File: config.mk
export PLATFORM = sky130hd
export DESIGN_NAME = regfile_wb_decoder
export DESIGN_NICKNAME = d
export VERILOG_FILES = /design/src/rtl/regfile_wb_decoder.sv
export SDC_FILE = /design/constraint.sdc
export NUM_CORES = 1
export LEC_CHECK = 0
export BUFFER_PORTS_ARGS = -buffer_cell sky130_fd_sc_hd__buf_2
export CAP_MARGIN = 10
export CORE_ASPECT_RATIO = 2
export CORE_MARGIN = 2
export CORE_UTILIZATION = 54
export DETAILED_ROUTE_END_ITERATION = 8
export PLACE_DENSITY = 0.82
export SLEW_MARGIN = 10
export SYNTH_ARGS = -nofsm -noshare
export SYNTH_HDL_FRONTEND = slang
export SYNTH_SLANG_ARGS = --single-unit
File: constraint.sdc
create_clock -name clk -period 3.4 [get_ports clk]
set_clock_uncertainty 0.15 [all_clocks]
set_input_delay 0.17 -clock clk [delete_from_list [all_inputs] [get_ports clk]]
set_output_delay 0.17 -clock clk [all_outputs]
set_load 0.05 [all_outputs]
File: src/rtl/regfile_wb_decoder.sv
// regfile_wb_decoder
//   Buffers register write-back requests in a 2-entry FIFO and turns each
//   popped entry into a one-hot register write enable. Writes aimed at
//   register 0 are discarded and counted instead of being issued.
//
// Ports
//   clk        : clock, all state changes on the rising edge
//   rst_n      : asynchronous active-low reset
//   in_valid   : a write-back request is present
//   in_addr    : destination register index (W bits)
//   in_data    : write-back data (D bits)
//   in_ready   : the FIFO has room this cycle (registered state only)
//   stall      : when high, nothing is popped
//   we_out     : one-hot per-register write enable (2**W bits), one cycle wide
//   wdata_out  : data accompanying we_out, holds between writes
//   drop_cnt   : saturating count of dropped writes to register 0
//   wr_cnt     : wrapping count of performed register writes
//   fsm_active : debug view of the control state (0 = EMPTY, 1 = ACTIVE)
//
// Handshake: a request transfers on a rising edge where in_valid and in_ready
// are both high; in_valid may be asserted regardless of in_ready, and a
// request offered while in_ready is low is simply not taken. There is no
// bypass: a request is popped at the earliest on the edge after its push.
module regfile_wb_decoder #(
  parameter int W = 5,
  parameter int D = 32
) (
  input  logic              clk,
  input  logic              rst_n,
  input  logic              in_valid,
  input  logic [W-1:0]      in_addr,
  input  logic [D-1:0]      in_data,
  output logic              in_ready,
  input  logic              stall,
  output logic [2**W-1:0]   we_out,
  output logic [D-1:0]      wdata_out,
  output logic [7:0]        drop_cnt,
  output logic [15:0]       wr_cnt,
  output logic              fsm_active
);

  localparam int N = 2**W;

  typedef enum logic {EMPTY = 1'b0, ACTIVE = 1'b1} state_t;

  state_t       state, state_nxt;
  logic [1:0]   count;
  logic         wr_ptr, rd_ptr;
  logic [W-1:0] addr_mem [2];
  logic [D-1:0] data_mem [2];

  logic         push, pop;
  logic [W-1:0] pop_addr;
  logic [D-1:0] pop_data;
  logic [N-1:0] one_hot;

  assign in_ready   = (count < 2'd2);
  assign push       = in_valid && in_ready;
  assign pop        = (count != 2'd0) && !stall;
  assign pop_addr   = addr_mem[rd_ptr];
  assign pop_data   = data_mem[rd_ptr];
  assign fsm_active = (state == ACTIVE);

  always_comb begin
    one_hot           = '0;
    one_hot[pop_addr] = 1'b1;
  end

  always_comb begin
    state_nxt = state;
    case (state)
      EMPTY:  if (push) state_nxt = ACTIVE;
      ACTIVE: if (pop && !push && count == 2'd1) state_nxt = EMPTY;
      default: state_nxt = EMPTY;
    endcase
  end

  always_ff @(posedge clk or negedge rst_n) begin
    if (!rst_n) begin
      state <= EMPTY;
    end else begin
      state <= state_nxt;
    end
  end

  // FIFO storage; contents need no reset because count gates every read.
  always_ff @(posedge clk) begin
    if (push) begin
      addr_mem[wr_ptr] <= in_addr;
      data_mem[wr_ptr] <= in_data;
    end
  end

  always_ff @(posedge clk or negedge rst_n) begin
    if (!rst_n) begin
      count  <= 2'd0;
      wr_ptr <= 1'b0;
      rd_ptr <= 1'b0;
    end else begin
      if (push) wr_ptr <= ~wr_ptr;
      if (pop)  rd_ptr <= ~rd_ptr;
      case ({push, pop})
        2'b10:   count <= count + 2'd1;
        2'b01:   count <= count - 2'd1;
        default: count <= count;
      endcase
    end
  end

  // Output stage: we_out is a one-cycle pulse, wdata_out only moves on a
  // real write so it holds across drops, stalls and idle cycles.
  always_ff @(posedge clk or negedge rst_n) begin
    if (!rst_n) begin
      we_out    <= '0;
      wdata_out <= '0;
      drop_cnt  <= 8'd0;
      wr_cnt    <= 16'd0;
    end else begin
      we_out <= '0;
      if (pop) begin
        if (pop_addr != '0) begin
          we_out    <= one_hot;
          wdata_out <= pop_data;
          wr_cnt    <= wr_cnt + 16'd1;
        end else if (drop_cnt != 8'hFF) begin
          drop_cnt <= drop_cnt + 8'd1;
        end
      end
    end
  end

endmodule

==> flow_results.xml, run 1 <==
<?xml version="1.0" encoding="UTF-8"?>
<metrics>
  <group name="cts">
    <metric name="insertion_delay" unit="ps">410</metric>
    <metric name="clk_root_buffer_cell" unit="">sky130_fd_sc_hd__clkbuf_16</metric>
    <metric name="cts_inserted_buffers" unit="">17</metric>
    <metric name="cts_buffer_depth" unit="">2</metric>
    <metric name="htreeDepth" unit="">4</metric>
    <metric name="cts_tree" unit="">done</metric>
    <metric name="cts.clk_slew.worst_paths" unit="ps">60</metric>
    <metric name="post_cts.repair.setup_buffers" unit="">0</metric>
    <metric name="cts_num_sinks" unit="">167</metric>
  </group>
  <group name="critical_path">
    <metric name="timing.critical_path.fanout_max" unit="">27</metric>
    <metric name="timing_worst_setup_path_type" unit="">reg2reg</metric>
    <metric name="rr_startpoint" unit="">rd_ptr$_DFFE_PN0P_</metric>
    <metric name="timing.reg2reg.setup_slack" unit="ps">980</metric>
    <metric name="worstReg2RegEnd" unit="">wr_cnt[4]$_DFFE_PN0P_</metric>
    <metric name="required" unit="ps">3550</metric>
    <metric name="timing.reg2reg.worst_path_depth" unit="">5</metric>
    <metric name="arrival" unit="ps">2560</metric>
    <metric name="crit_path_end_kind" unit="">flip-flop</metric>
    <metric name="start_kind" unit="">flip-flop</metric>
  </group>
  <group name="grt">
    <metric name="pin_count_of_the_biggest_net_entering_global_routing" unit="">59</metric>
    <metric name="globalRoute.totalOverflow" unit="">0</metric>
    <metric name="antenna_found_initial" unit="">0</metric>
    <metric name="number_of_global_route_vias_before_repair" unit="">4463</metric>
    <metric name="wire_length_of_the_first_global_routing_pass" unit="mm">22.2</metric>
    <metric name="globalRouteTotalUtil" unit="%">23.3</metric>
  </group>
  <group name="finish">
    <metric name="layout.nets" unit="">668</metric>
    <metric name="flow.area_growth_from_synthesis" unit="%">28.3</metric>
    <metric name="num-fill-cells" unit="">791</metric>
    <metric name="post_route_cells_drive_above_1_share" unit="%">28.7</metric>
    <metric name="antenna-diode-count" unit="">0</metric>
  </group>
  <group name="min_path">
    <metric name="timing.hold.worst.start" unit="">in_valid</metric>
    <metric name="min_to" unit="">wr_ptr$_DFFE_PN0P_</metric>
    <metric name="hold_path_class" unit="">in2reg</metric>
    <metric name="min_delay_path_depth" unit="">3</metric>
  </group>
  <group name="logic_synthesis">
    <metric name="synth_most_common_cell" unit="">sky130_fd_sc_hd__dfrtp_1</metric>
    <metric name="synth-warning-count" unit="">0</metric>
    <metric name="synth_compound_area_share" unit="%">6.73</metric>
    <metric name="synth_cell_type_count" unit="">44</metric>
    <metric name="synth.area.mux_share" unit="%">5.98</metric>
    <metric name="synthDominantAreaCellType" unit="">sky130_fd_sc_hd__dfrtp_1</metric>
    <metric name="adder_cell_share_of_the_synthesized_area" unit="%">1.18</metric>
    <metric name="postSynthRegisterBits" unit="">167</metric>
    <metric name="synth_area" unit="µm²">6340</metric>
    <metric name="yosysSeqAreaShare" unit="%">71.8</metric>
    <metric name="ys_dominant_reg_cell" unit="">sky130_fd_sc_hd__dfrtp_1</metric>
    <metric name="synth_top_family_by_area" unit="">simple AND/OR/NAND/NOR gates</metric>
    <metric name="ys_top_cells_by_area" unit="">sky130_fd_sc_hd__dfrtp_1 (37%), sky130_fd_sc_hd__edfxtp_1 (35%), sky130_fd_sc_hd__mux2i_1 (5.2%)</metric>
    <metric name="synthSimpleGateAreaFrac" unit="%">8.67</metric>
    <metric name="synth-xor-area-share" unit="%">3.32</metric>
    <metric name="synth.net_count" unit="">491</metric>
    <metric name="synth-edff-count" unit="">74</metric>
    <metric name="syn-instance-count" unit="">444</metric>
    <metric name="synth.cells.most_frequent" unit="">sky130_fd_sc_hd__dfrtp_1 (93), sky130_fd_sc_hd__edfxtp_1 (74), sky130_fd_sc_hd__a21oi_1 (64)</metric>
    <metric name="avg_synthesized_cell_area" unit="µm²">14.3</metric>
    <metric name="yosysTopAreaCellShare" unit="%">36.7</metric>
    <metric name="share_of_synthesized_registers_carrying_an_async_set_or_reset" unit="%">55.7</metric>
  </group>
  <group name="pwr">
    <metric name="power.ir.vdd_worst" unit="µV">616</metric>
    <metric name="power_density" unit="nW/µm²">903</metric>
    <metric name="totalPowerFinal" unit="mW">7.34</metric>
    <metric name="static-leakage-power" unit="nW">3.61</metric>
  </group>
  <group name="detailed_routing">
    <metric name="drtPass1Iterations" unit="">5</metric>
    <metric name="route.vias.total" unit="">4251</metric>
    <metric name="route.final.wire_length" unit="mm">13.7</metric>
    <metric name="drc" unit="">0</metric>
    <metric name="viasPerCell" unit="">5.46</metric>
    <metric name="drtAntennaViolNets" unit="">0</metric>
    <metric name="detail_route.wl_per_cell" unit="µm">17.5</metric>
    <metric name="detail_route.iter0.violations" unit="">270</metric>
  </group>
  <group name="timing">
    <metric name="timing.final.hold_violations" unit="">0</metric>
    <metric name="tns" unit="ps">0</metric>
    <metric name="setup-violations-final" unit="">0</metric>
    <metric name="max_freq" unit="MHz">414</metric>
    <metric name="min_period" unit="ps">2420</metric>
    <metric name="timing.final.crit_share" unit="%">71.1</metric>
    <metric name="worst_slew_pin_slew" unit="ps">913</metric>
    <metric name="maxSlewHeadroom" unit="%">39.2</metric>
    <metric name="finalMaxSlewViolations" unit="">0</metric>
    <metric name="grt_setup_unrepaired" unit="">false</metric>
  </group>
  <group name="run">
    <metric name="timing.max_cap.violations" unit="">0</metric>
  </group>
  <group name="die">
    <metric name="die_outline_area" unit="µm²">12700</metric>
    <metric name="placementRows" unit="">56</metric>
    <metric name="die_width" unit="µm">80.6</metric>
    <metric name="start_util" unit="%">54.8</metric>
    <metric name="design.core.area" unit="µm²">11600</metric>
    <metric name="io-pin-count" unit="">131</metric>
    <metric name="die_h" unit="µm">157</metric>
  </group>
  <group name="placement">
    <metric name="placement.io_buffers" unit="">130</metric>
    <metric name="detailed_place_hpwl" unit="mm">8.21</metric>
    <metric name="place.gp.congestion" unit="">0.758</metric>
  </group>
  <group name="outcome">
    <metric name="outcome" unit="">completed</metric>
  </group>
</metrics>
[per-stage QoR]
step	cells	setup slack, ps	cell area, µm²	util, %	hold WS (ps)
3_3_place_gp	708	1040	7130	61.7	117
4_1_cts	779	977	8130	70.3	29.6
5_1_grt	779	795	8130	70.3	49.0
6_report	779	982	8130	70.3	44.9
2_1_floorplan	444	266	6340	-	-276
3_5_place_dp	708	999	7130	61.7	133
[timing repair]
item / 4_1_cts / 5_1_grt
resized for setup: 0 / 0
hold buffers: 39 / 0
hold endpoints to repair: 131 / 0
[worst max-delay path by stage]
stage                                     from                        to  cells past startpoint
after floorplan           count[1]$_DFFE_PN0P_  addr_mem[0][0]$_DFFE_PP_                      3
after global placement      rd_ptr$_DFFE_PN0P_     wr_cnt[4]$_DFFE_PN0P_                      5
after detailed placement    rd_ptr$_DFFE_PN0P_     wr_cnt[4]$_DFFE_PN0P_                      5
after CTS                 count[0]$_DFFE_PN0P_   drop_cnt[1]$_DFFE_PN0P_                      6
after global routing      count[0]$_DFFE_PN0P_   drop_cnt[1]$_DFFE_PN0P_                      6
final                       rd_ptr$_DFFE_PN0P_     wr_cnt[4]$_DFFE_PN0P_                      5
[logic make-up after synthesis]
logic type,after synthesis
flops,167
simple gates,105
compound gates,78
mux,37
buf+inv,26
xor+xnor,24
fa+ha+maj,6
other cells,1
[where the power goes]
group	total (mW)	internal, mW	switching (mW)
Combinational	2.45	0.673	1.78
Sequential	2.96	2.61	0.349
Clock	1.93	1.16	0.768
[area by class of cell]
type                            count  area, µm²  area share, %
Sequential cell                   167       4550           56.0
Multi-Input combinational cell    251       1660           20.4
Timing Repair Buffer              177       1100           13.6
Clock buffer                       24        524           6.45
Tap cell                          145        181           2.23
Clock inverter                      8       83.8           1.03
Inverter                            7       26.3          0.323
[placed cells by master, fill, tap and decap left out, types with 2 or more instances in the layout]
cell type	instances
sky130_fd_sc_hd__o21ai_0	6
sky130_fd_sc_hd__nand3_1	12
sky130_fd_sc_hd__mux2i_1	33
sky130_fd_sc_hd__clkbuf_1	2
sky130_fd_sc_hd__inv_1	7
sky130_fd_sc_hd__xnor2_1	16
sky130_fd_sc_hd__mux2_1	2
sky130_fd_sc_hd__nor2_1	38
sky130_fd_sc_hd__nor4_1	2
sky130_fd_sc_hd__nor2_4	2
sky130_fd_sc_hd__nor3_2	3
sky130_fd_sc_hd__a21oi_1	64
sky130_fd_sc_hd__nand2_1	21
sky130_fd_sc_hd__ha_1	6
sky130_fd_sc_hd__xor2_1	8
sky130_fd_sc_hd__clkinv_4	3
sky130_fd_sc_hd__nor3_1	3
sky130_fd_sc_hd__dlygate4sd3_1	39
sky130_fd_sc_hd__buf_4	9
sky130_fd_sc_hd__buf_2	129
sky130_fd_sc_hd__clkbuf_16	19
sky130_fd_sc_hd__and3_1	6
sky130_fd_sc_hd__nand4_1	6
sky130_fd_sc_hd__clkbuf_8	3
sky130_fd_sc_hd__edfxtp_1	74
sky130_fd_sc_hd__dfrtp_1	92
[state kept, by name, indices dropped and copies added, names as in the netlist]
register,cells
addr_mem,10
wdata_out,32
rd_ptr,1
we_out,32
data_mem,64
drop_cnt,8
fsm_active,1
wr_ptr,1
wr_cnt,16
count,2
[metal layers]
| layer | up-vias | global-route usage [%] | wire length [µm] |
|---|---|---|---|
| met4 | 0 | 6.38 | 150 |
| li1 | 1949 | - | - |
| met1 | 2116 | 27.1 | 5140 |
| met2 | 175 | 42.0 | 7540 |
| met5 | - | 0 | 0 |
| met3 | 11 | 6.02 | 842 |
[critical path, cell delays in order, from the launching register on]
cell and delay, ps:
sky130_fd_sc_hd__dfrtp_2 590, sky130_fd_sc_hd__nor3b_2 270, sky130_fd_sc_hd__o22ai_4 300, sky130_fd_sc_hd__buf_4 360, sky130_fd_sc_hd__or4b_1 480, sky130_fd_sc_hd__xnor2_1 140
(Power assumes the default switching activity.)
==> run 2, diff against run 1 <==
--- a/config.mk
+++ b/config.mk
@@ -9,9 +9,9 @@
 export CAP_MARGIN = 10
 export CORE_ASPECT_RATIO = 2
 export CORE_MARGIN = 2
-export CORE_UTILIZATION = 54
+export CORE_UTILIZATION = 49
 export DETAILED_ROUTE_END_ITERATION = 8
-export PLACE_DENSITY = 0.82
+export PLACE_DENSITY = 0.78
 export SLEW_MARGIN = 10
 export SYNTH_ARGS = -nofsm -noshare
 export SYNTH_HDL_FRONTEND = slang
==> constraint.sdc (replaced) <==
create_clock -name clk -period 2.15 [get_ports clk]
set_clock_uncertainty 0.15 [all_clocks]
set_input_delay 0.1075 -clock clk [delete_from_list [all_inputs] [get_ports clk]]
set_output_delay 0.1075 -clock clk [all_outputs]
set_load 0.05 [all_outputs]
==> run 2 against run 1 <==
  * Die area rose by 9.8%
  * Non-clock buffer count rose by 10
  * Global-route usage fell by 2.9 points
  * Routed wire length rose by 1.2%
  * Flip-flop and latch count did not move
  * Combinational power rose by 68%
  * Via count rose by 0.12%
==> flow_results.xml, run 2 (synthesis results as in run 1) <==
<?xml version="1.0" encoding="UTF-8"?>
<metrics>
  <group name="outcome">
    <metric name="outcome" unit="">completed</metric>
  </group>
  <group name="timing">
    <metric name="tns" unit="ps">0</metric>
    <metric name="timing.final.hold_violations" unit="">0</metric>
    <metric name="final.hold.worst_slack" unit="ps">44.1</metric>
    <metric name="maxSlewHeadroom" unit="%">59.2</metric>
    <metric name="post-route-worst-setup-slack" unit="ps">99.4</metric>
    <metric name="max_freq" unit="MHz">488</metric>
    <metric name="timing.final.crit_share" unit="%">95.4</metric>
    <metric name="finalMaxSlewViolations" unit="">0</metric>
    <metric name="setup-violations-final" unit="">0</metric>
    <metric name="grt_setup_unrepaired" unit="">false</metric>
    <metric name="min_period" unit="ps">2050</metric>
    <metric name="worst_slew_pin_slew" unit="ps">612</metric>
  </group>
  <group name="die">
    <metric name="die_width" unit="µm">84.4</metric>
    <metric name="placementRows" unit="">58</metric>
    <metric name="design.core.area" unit="µm²">12600</metric>
    <metric name="die_outline_area" unit="µm²">13900</metric>
    <metric name="io-pin-count" unit="">131</metric>
    <metric name="die_h" unit="µm">165</metric>
    <metric name="start_util" unit="%">50.2</metric>
  </group>
  <group name="grt">
    <metric name="global_route_met3_utilization" unit="%">4.00</metric>
    <metric name="antenna_found_initial" unit="">0</metric>
    <metric name="wire_length_of_the_first_global_routing_pass" unit="mm">21.8</metric>
    <metric name="busiest_layer" unit="">met2</metric>
    <metric name="pin_count_of_the_biggest_net_entering_global_routing" unit="">44</metric>
    <metric name="grtUsageMet2" unit="%">39.6</metric>
    <metric name="number_of_global_route_vias_before_repair" unit="">4502</metric>
    <metric name="globalRoute.totalOverflow" unit="">0</metric>
    <metric name="groute.layer.met1.usage" unit="%">20.5</metric>
    <metric name="globalRouteTotalUtil" unit="%">20.4</metric>
  </group>
  <group name="critical_path">
    <metric name="arrival" unit="ps">2190</metric>
    <metric name="start_kind" unit="">flip-flop</metric>
    <metric name="timing_worst_setup_path_type" unit="">reg2reg</metric>
    <metric name="required" unit="ps">2290</metric>
    <metric name="crit_path_end_kind" unit="">flip-flop</metric>
    <metric name="timing.critical_path.fanout_max" unit="">29</metric>
  </group>
  <group name="placement">
    <metric name="dp_slack" unit="ps">41.2</metric>
    <metric name="place.gp.congestion" unit="">0.797</metric>
    <metric name="detailed_place_hpwl" unit="mm">9.15</metric>
    <metric name="placement.io_buffers" unit="">130</metric>
    <metric name="numPlacedInstances" unit="">718</metric>
  </group>
  <group name="detailed_routing">
    <metric name="drc" unit="">0</metric>
    <metric name="route.final.wire_length" unit="mm">13.8</metric>
    <metric name="detail_route.wl_per_cell" unit="µm">17.4</metric>
    <metric name="detail_route.iter0.violations" unit="">222</metric>
    <metric name="drtPass1Iterations" unit="">4</metric>
    <metric name="viasPerCell" unit="">5.36</metric>
    <metric name="drtAntennaViolNets" unit="">0</metric>
    <metric name="route.vias.total" unit="">4256</metric>
  </group>
  <group name="cts">
    <metric name="cts.repair.resized" unit="">0</metric>
    <metric name="clk_root_buffer_cell" unit="">sky130_fd_sc_hd__clkbuf_16</metric>
    <metric name="cts_buffer_depth" unit="">2</metric>
    <metric name="htreeDepth" unit="">4</metric>
    <metric name="cts_tree" unit="">done</metric>
    <metric name="cts_num_sinks" unit="">167</metric>
    <metric name="cts.clk_slew.worst_paths" unit="ps">60</metric>
    <metric name="cts_inserted_buffers" unit="">17</metric>
    <metric name="insertion_delay" unit="ps">420</metric>
  </group>
  <group name="pwr">
    <metric name="power_density" unit="nW/µm²">1420</metric>
    <metric name="static-leakage-power" unit="nW">3.67</metric>
    <metric name="power.ir.vdd_worst" unit="µV">837</metric>
  </group>
  <group name="finish">
    <metric name="largest_register_ff_count" unit="">64</metric>
    <metric name="antenna-diode-count" unit="">0</metric>
    <metric name="most_common_cell_after_layout_fill_and_taps_aside" unit="">sky130_fd_sc_hd__buf_2</metric>
    <metric name="regMostFlops" unit="">data_mem</metric>
    <metric name="most-common-layout-cells" unit="">sky130_fd_sc_hd__buf_2 (129), sky130_fd_sc_hd__dfrtp_1 (92), sky130_fd_sc_hd__edfxtp_1 (74)</metric>
    <metric name="flow.area_growth_from_synthesis" unit="%">30.3</metric>
    <metric name="largestRegisters" unit="">data_mem x64, wdata_out x32, we_out x32</metric>
    <metric name="finish.cell_count_without_fillers" unit="">794</metric>
    <metric name="layout.nets" unit="">678</metric>
    <metric name="final_core_utilization" unit="%">65.4</metric>
    <metric name="post_route_cells_drive_above_1_share" unit="%">29.8</metric>
  </group>
  <group name="min_path">
    <metric name="hold_path_class" unit="">in2reg</metric>
  </group>
  <group name="run">
    <metric name="timing.max_cap.violations" unit="">0</metric>
  </group>
</metrics>
==> run 2: cell count changes in the layout (fill, tap and decap cells not counted), sizes merged <==
cell | before | now
buf | 138 | 148
bufinv | 1 | 2
inv | 9 | 13
clkbuf | 24 | 19
==> run 2: path summary, 6_finish.rpt <==
| kind | start | to | slack (ps) | cells after the start |
|---|---|---|---|---|
| max | rd_ptr$_DFFE_PN0P_ | wdata_out[12]$_DFFE_PN0P_ | 100 | 5 |
| min | in_valid | wr_ptr$_DFFE_PN0P_ | 40 | 3 |
| max reg2reg | rd_ptr$_DFFE_PN0P_ | wdata_out[12]$_DFFE_PN0P_ | 100 | 5 |
| min reg2reg | wr_cnt[15]$_DFFE_PN0P_ | wr_cnt[15]$_DFFE_PN0P_ | 330 | 1 |
| max in group asynchronous | rst_n | fsm_active$_DFF_PN0_ | 1140 | 3 |
| min in group asynchronous | rst_n | wdata_out[26]$_DFFE_PN0P_ | 100 | 2 |
==> run 2: where the power goes <==
group          internal (mW)  switching [mW]  total [mW]
logic                   1.20            2.91        4.11
registers               4.13           0.475        4.60
clock network           1.75            1.27        3.02
==> run 2: area by class of cell <==
cell class / instances / area [µm²]
flip-flops and latches: 167 / 4550
fillers: 932 / 4370
multi-input cells: 251 / 1660
repair buffers: 187 / 1240
clock buffers: 19 / 433
well taps: 150 / 188
clock inverters: 13 / 160
inverters: 7 / 26.3
==> run 2: metrics by stage <==
step	power [mW]	instance area (µm²)
after global placement	8.48	7230
final	11.7	8260
after global routing	12.3	8260
after detailed placement	8.63	7230
after floorplan	7.53	6350
after CTS	11.7	8210
==> run 2: per-layer routing <==
layer | vias up | wire [µm]
li1 | 1970 | -
met1 | 2133 | 4830
met2 | 117 | 8100
met3 | 36 | 527
met4 | 0 | 367
met5 | - | 0
==> run 2: repair_timing <==
item | 4_1_cts | 5_1_grt
setup buffers | 0 | 5
hold buffers | 39 | 0
setup endpoints to repair | 0 | 3
endpoints found under the hold margin | 152 | 0
==> run 2: worst max-delay path, cell delays in order (launching register included) <==
cell and delay, ps:
sky130_fd_sc_hd__dfrtp_2 450, sky130_fd_sc_hd__nor3b_2 200, sky130_fd_sc_hd__o22ai_4 380, sky130_fd_sc_hd__and2_1 390, sky130_fd_sc_hd__buf_12 240, sky130_fd_sc_hd__a21oi_1 100
